[config.mk]
export PLATFORM = sky130hd
export DESIGN_NAME = serial_adder
export DESIGN_NICKNAME = d
export VERILOG_FILES = /design/src/rtl/serial_adder_pkg.sv /design/src/rtl/serial_adder_full_adder.sv /design/src/rtl/serial_adder.sv
export SDC_FILE = /design/constraint.sdc
export NUM_CORES = 1
export LEC_CHECK = 0
export ABC_AREA = 0
export CAP_MARGIN = 30
export CELL_PAD_IN_SITES_DETAIL_PLACEMENT = 1
export CELL_PAD_IN_SITES_GLOBAL_PLACEMENT = 1
export CORE_AREA = 2 2 62 70
export CTS_BUF_LIST = sky130_fd_sc_hd__clkbuf_16
export DETAILED_ROUTE_END_ITERATION = 12
export DIE_AREA = 0 0 64 72
export PLACE_DENSITY = 0.83
export SETUP_SLACK_MARGIN = 0.02
export SYNTH_ARGS = -nofsm -noshare
export SYNTH_HDL_FRONTEND = slang
export SYNTH_SLANG_ARGS = --single-unit
[constraint.sdc]
create_clock -name clk -period 2.3 [get_ports clk]
set_input_delay 0.23 -clock clk [delete_from_list [all_inputs] [get_ports clk]]
set_output_delay 0.23 -clock clk [all_outputs]
set_load 0.01 [all_outputs]
[src/rtl/serial_adder_pkg.sv]
// Shared definitions for the serial adder: FSM state encoding and default width.
package serial_adder_pkg;

    typedef enum logic [1:0] {
        IDLE  = 2'd0,
        SHIFT = 2'd1,
        DONE  = 2'd2
    } state_t;

    localparam int unsigned DEFAULT_WIDTH = 8;

endpackage

[src/rtl/serial_adder_full_adder.sv]
// One-bit full adder built from two half adders plus an OR of their carries.
module half_adder (
    input  logic a,
    input  logic b,
    output logic s,
    output logic c
);
    assign s = a ^ b;
    assign c = a & b;
endmodule

module full_adder (
    input  logic a,
    input  logic b,
    input  logic cin,
    output logic sum,
    output logic cout
);
    logic s1;
    logic c1;
    logic c2;

    half_adder u_ha0 (
        .a (a),
        .b (b),
        .s (s1),
        .c (c1)
    );

    half_adder u_ha1 (
        .a (s1),
        .b (cin),
        .s (sum),
        .c (c2)
    );

    assign cout = c1 | c2;
endmodule

[src/rtl/serial_adder.sv]
// Bit-serial adder: accepts an operand pair, adds one bit per cycle LSB first,
// then presents sum/carry until the consumer takes them.
// Optional feature: define SERIAL_ADDER_OVF_EN to add the signed-overflow port ovf.
module serial_adder
    import serial_adder_pkg::*;
#(
    parameter int unsigned WIDTH = DEFAULT_WIDTH
) (
    input  logic             clk,
    input  logic             rst_n,
    input  logic             in_valid,
    output logic             in_ready,
    input  logic [WIDTH-1:0] a,
    input  logic [WIDTH-1:0] b,
    output logic             out_valid,
    input  logic             out_ready,
    output logic [WIDTH-1:0] sum,
    output logic             carry
`ifdef SERIAL_ADDER_OVF_EN
    ,
    output logic             ovf
`endif
);

    localparam int unsigned      CNT_W    = $clog2(WIDTH);
    localparam logic [CNT_W-1:0] LAST_BIT = CNT_W'(WIDTH - 1);

    state_t           state;
    state_t           state_nxt;
    logic [CNT_W-1:0] cnt;
    logic [WIDTH-1:0] acc_sr;   // operand A shifting out, sum bits shifting in
    logic [WIDTH-1:0] b_sr;
    logic             cy_q;
    logic             fa_sum;
    logic             fa_cout;
    logic             last_bit;

    assign last_bit  = (cnt == LAST_BIT);
    assign in_ready  = (state == IDLE);
    assign out_valid = (state == DONE);

    full_adder u_fa (
        .a    (acc_sr[0]),
        .b    (b_sr[0]),
        .cin  (cy_q),
        .sum  (fa_sum),
        .cout (fa_cout)
    );

    // State register
    always_ff @(posedge clk or negedge rst_n) begin
        if (!rst_n) state <= IDLE;
        else        state <= state_nxt;
    end

    // Next-state logic: accept in IDLE, WIDTH bit steps in SHIFT, hold in DONE
    always_comb begin
        state_nxt = state;
        unique case (state)
            IDLE:    if (in_valid)  state_nxt = SHIFT;
            SHIFT:   if (last_bit)  state_nxt = DONE;
            DONE:    if (out_ready) state_nxt = IDLE;
            default:                state_nxt = IDLE;
        endcase
    end

    // Datapath: operand load, per-bit add/shift, result capture on the last bit.
    // The A register doubles as the result register: each sum bit enters at the
    // MSB as the consumed operand bit leaves at the LSB.
    always_ff @(posedge clk or negedge rst_n) begin
        if (!rst_n) begin
            cnt    <= '0;
            acc_sr <= '0;
            b_sr   <= '0;
            cy_q   <= 1'b0;
            sum    <= '0;
            carry  <= 1'b0;
        end else begin
            unique case (state)
                IDLE: begin
                    if (in_valid) begin
                        acc_sr <= a;
                        b_sr   <= b;
                        cy_q   <= 1'b0;
                        cnt    <= '0;
                    end
                end
                SHIFT: begin
                    acc_sr <= {fa_sum, acc_sr[WIDTH-1:1]};
                    b_sr   <= {1'b0, b_sr[WIDTH-1:1]};
                    cy_q   <= fa_cout;
                    cnt    <= cnt + CNT_W'(1);
                    if (last_bit) begin
                        sum   <= {fa_sum, acc_sr[WIDTH-1:1]};
                        carry <= fa_cout;
                    end
                end
                default: ;
            endcase
        end
    end

`ifdef SERIAL_ADDER_OVF_EN
    // Signed overflow: carry into the MSB (carry flop on the last step) XOR carry out
    always_ff @(posedge clk or negedge rst_n) begin
        if (!rst_n)                         ovf <= 1'b0;
        else if (state == SHIFT && last_bit) ovf <= cy_q ^ fa_cout;
    end
`endif

endmodule

---- After elaboration in Yosys (flattened, before gate mapping) ----
Index checks and enable logic that the tools add are counted.
W data, S select, Z words.
word-level totals
  register bits after elaboration ......... 31
  input port bits ......................... 20
  word-level logic and storage cells ...... 36
cells by class
  add/sub/neg operators ................... 1
  equal/unequal tests ..................... 6
  multiplexer cells ....................... 12
  bitwise operators ....................... 5
  reduce and logical (&&, ||, !) cells .... 5
operator list
  operator               number
  $pmux W8 S2            2
  $mux W8                2
  $mux W2                3
  $pmux W2 S3            1
  $pmux W3 S2            1
  $ne A2 B2 Y1 const B   2
  $reduce_and A2 Y1      2
  $add A3 B1 Y3 const B  1
  $eq A3 B3 Y1 const B   1
  $mux W3                1
  $reduce_and A3 Y1      1
  $and A1 B1 Y1          2
  $eq A2 B1 Y1 const B   1
  $eq A2 B2 Y1 const B   1
  $logic_not A2 Y1       1
  $ne A2 B1 Y1 const B   1
  $pmux W1 S2            1
  $reduce_bool A2 Y1     1
  $xor A1 B1 Y1          2
  $mux W1                1
  $or A1 B1 Y1           1

---- Longest topological paths before layout ----
Gate-level depths: netlist of the first run.
  depth after elaboration ................. 4
  gate-level depth with buffers ........... 5

---- Hierarchy ----
A second synthesis of the first run with hierarchy kept.
unflattened totals
  cells, all modules ...................... 120
  area total of the unflattened synthesis .. 1418.9 um^2
modules (own cells, without submodules)
  module        instances  cells each  area each (um^2)  sequential area each (um^2)
  serial_adder  1          117         1387.6            775.7
  half_adder    2          1           12.5              0.0
  full_adder    1          1           6.3               0.0

---- Worst setup path after synthesis of the first run ----
OpenSTA, ideal clock, no wires.
  path kind ............................... reg-to-reg
  from .................................... register cnt[0]
  to ...................................... register carry
  library setup time ...................... 0.125 ns
  arrival time ............................ 1.345 ns
  data required time ...................... 2.175 ns
  setup slack ............................. 0.830 ns
  stages on the path, launching flop included .. 6
  cells stage by stage .................... dfrtp_1 ha_1 ha_1 nand3b_1 buf_2 mux2_2
on the way
  cells in the longest elaborated chain, start to end .. 2
ends and longest elaborated chain
  item                                line                text
  start, declared                     serial_adder.sv:30  logic [CNT_W-1:0] cnt;
  start signal, assigned              serial_adder.sv:92  cnt <= cnt + CNT_W'(1);
  $eq A3 B3 Y1                        serial_adder.sv:38  assign last_bit = (cnt == LAST_BIT);
  $reduce_and A2 Y1 (no source line)  --
  end signal, assigned                serial_adder.sv:95  carry <= fa_cout;
  end, declared                       serial_adder.sv:18  output logic carry
Every way passes these cells.
A chain may end at the register's enable or synchronous reset.

---- Worst setup path in the final report of the first run ----
  from .................................... register state[0]
  to ...................................... output in_ready
on the way
  cells in the longest elaborated chain, start to end .. 1
ends and longest elaborated chain
  item                    line                text
  start, declared         serial_adder.sv:28  state_t state;
  start signal, assigned  serial_adder.sv:53  else state <= state_nxt;
  $logic_not A2 Y1        serial_adder.sv:39  assign in_ready = (state == IDLE);
  end, declared           serial_adder.sv:12  output logic in_ready,
Every way passes these cells.

==> reports/metrics.csv, run 1 <==
metric,value,unit
clock_latency,0.27,ns
die_x,64,microns
hp-class,input pin to asynchronous set/reset pin,
placeableCoreArea,3870,sq um
drt-initial-drc-count,77,
drt-total-wl,3860,microns
outcome,"finished, final reports clean",
slew_headroom,59.3,%
max_freq,0.472,GHz
drive_above_1_share,19.7,%
syn-num-nets,137,
ios,31,
globalplace.congestion,0.789,
cts_resized,0,
tns,0,ns
ant_nets,0,
fp.dieH,72,microns
grt_max_degree,32,
via_per_inst,5.39,
fin_area,1950,sq um
timing.hold.ws,0.358,ns
fin_skew,0.00208,ns
fin_cells,199,
slew_viol_final,0,
fillers,396,
post-route-util,50.3,%
yosys_warnings,0,
synth_cell_types,28,
dpl.hpwl,2710,microns
leakagePower,0.822,nW
tightest_slew,0.608,ns
drt_first_pass_iters,6,
setup_slack,0.181,ns
p_total,2.66,mW
ir_worst_vdd,0.563,mV
worst-path-buf-inv,1,
grt_pass1_vias,1182,
rows,24,
syn_to_final_growth,32.6,%
fin_nets,169,
end_kind,output pin,
clock-root-buffer,clkbuf_16,
overflow,0,
vias,1072,
worstPathCellList,nor2_1 > clkdlybuf4s50_1,
clkTransAtPathRegs,0.05,ns
place_worst_setup_slack,0.434,ns
drc,0,
numCtsBuffers,5,
grt_pass1_wl,6390,microns
syn_inst,114,
min_period,2.12,ns
setup_viol_count_final,0,
die_area,4610,sq um
cpPeakStageDelay,0.63,ns
postCtsSetupBuffers,0,
grt_usage,18.8,%
cts_tree,yes,
crit_type,flop to output pin,
post_drt_wl_per_cell,19.4,microns
startpoint_type,flop,
io_buffers,30,
ys_seq_area_share,52.8,%
critPathArrivalTime,1.89,ns
clockBufferDepth,2,
ys_ff_latch,31,
place_area,1810,sq um
finalHoldViolCount,0,
start_util,38.0,%
path_delay_family,buffers and inverters,
cap_violations,0,
hold_buffers,0,
powerDensity,1370,nW/um^2
path_max_fanout,21,
rsz0062_at_grt,no,
avgSynthCellArea,12.9,sq um
period_share,92.1,%
cp_slowest_cell,clkdlybuf4s50_1,
synthesis.area,1470,sq um
htreeDepth,2,
required,2.07,ns
antenna_found_initial,0,
antenna_cells,0,
clkSinkCount,31,
dp.cells,191,
## kinds of logic after synthesis
| kind of cell | Yosys count | synth area share (%) |
|---|---|---|
| AO/OA/AOI/OAI | 23 | 14.6 |
| adder cells (fa/ha/maj) | 3 | 3.06 |
| buffers and inverters | 18 | 6.13 |
| flip-flops | 31 | 52.8 |
| multiplexers | 10 | 7.57 |
| AND/OR/NAND/NOR | 29 | 15.8 |
## layer usage
layer,vias up,GRT usage [%],routed length [microns]
met5,-,0,0
met4,0,7.97,71
met3,5,4.19,139
met2,28,32.2,2030
met1,545,22.8,1620
li1,494,-,-
## synthesized netlist by cell type
library cell / n / area (sq um)
dfrtp_1: 31 / 776
mux2_2: 9 / 101
inv_1: 8 / 30.0
o221a_2: 8 / 90.1
or4b_1: 8 / 80.1
nor3b_1: 6 / 45.0
a211oi_1: 5 / 37.5
nor4b_1: 5 / 43.8
clkbuf_1: 4 / 15.0
a22o_1: 3 / 26.3
buf_2: 3 / 15.0
nor2b_1: 3 / 18.8
a222oi_1: 2 / 20.0
buf_6: 2 / 22.5
ha_1: 2 / 25.0
nand2b_1: 2 / 12.5
or2b_1: 2 / 15.0
a21oi_1: 1 / 5.00
a221o_1: 1 / 10.0
and2_1: 1 / 6.26
buf_4: 1 / 7.51
fa_1: 1 / 20.0
mux2i_1: 1 / 10.0
nand3b_1: 1 / 7.51
nor2_1: 1 / 3.75
o21ai_0: 1 / 5.00
o21ba_2: 1 / 10.0
o21bai_2: 1 / 11.3
## sequential cells by signal, indices dropped and copies added (netlist names)
register  cells
b_sr          8
cy_q          1
cnt           3
acc_sr        8
state         2
sum           8
carry         1
## final cells by class
type,count,area (sq um),share of cell area [%]
repair buffers,35,338,17.3
inverters,8,30.0,1.54
clock buffers,5,125,6.42
multi-input cells,65,604,31.0
well taps,52,65.1,3.34
flip-flops and latches,31,776,39.8
clock inverters,3,11.3,0.578
## path summary, 6_finish.rpt
kind	cells after the start	from	to	slack, ns
max in group asynchronous	2	rst_n	cnt[1]	1.65
max	2	state[0]	in_ready	0.18
min reg2reg	1	cnt[0]	cnt[0]	0.49
min in group clk	1	cnt[0]	cnt[0]	0.49
max reg2reg	4	state[1]	sum[3]	0.66
min	2	rst_n	sum[2]	0.36
## power breakdown
part           switching [mW]  internal (mW)  total [mW]
sequential              0.218          0.814        1.03
clock                   0.222          0.388       0.610
combinational           0.433          0.590        1.02
total                   0.873           1.79        2.66
## layout by cell type, fill, tap and decap left out
cell type,synthesis,routed
a21oi_1,1,1
nor2_1,1,1
inv_1,8,9
or4b_1,8,8
or2b_1,2,2
mux2_2,9,9
o21ai_0,1,1
clkbuf_16,0,5
a211oi_1,5,5
clkinv_1,0,2
and2_1,1,1
a22o_1,3,3
a222oi_1,2,2
nor2b_1,3,3
nand2b_1,2,2
fa_1,1,1
nand3b_1,1,1
clkdlybuf4s50_1,0,30
o221a_2,8,8
nor4b_1,5,5
nor3b_1,6,6
buf_4,1,5
o21ba_2,1,1
ha_1,2,2
a221o_1,1,1
mux2i_1,1,1
o21bai_2,1,1
dfrtp_1,31,31
Note: power is estimated with default switching activity, not from simulation.
==> run 2, diff against run 1 <==
CAP_MARGIN = default   (was 30)
HOLD_SLACK_MARGIN = 0.03   (was default)
==> results of run 2 <==
No change in the layout: final DEF, timing and power equal those of run 1.
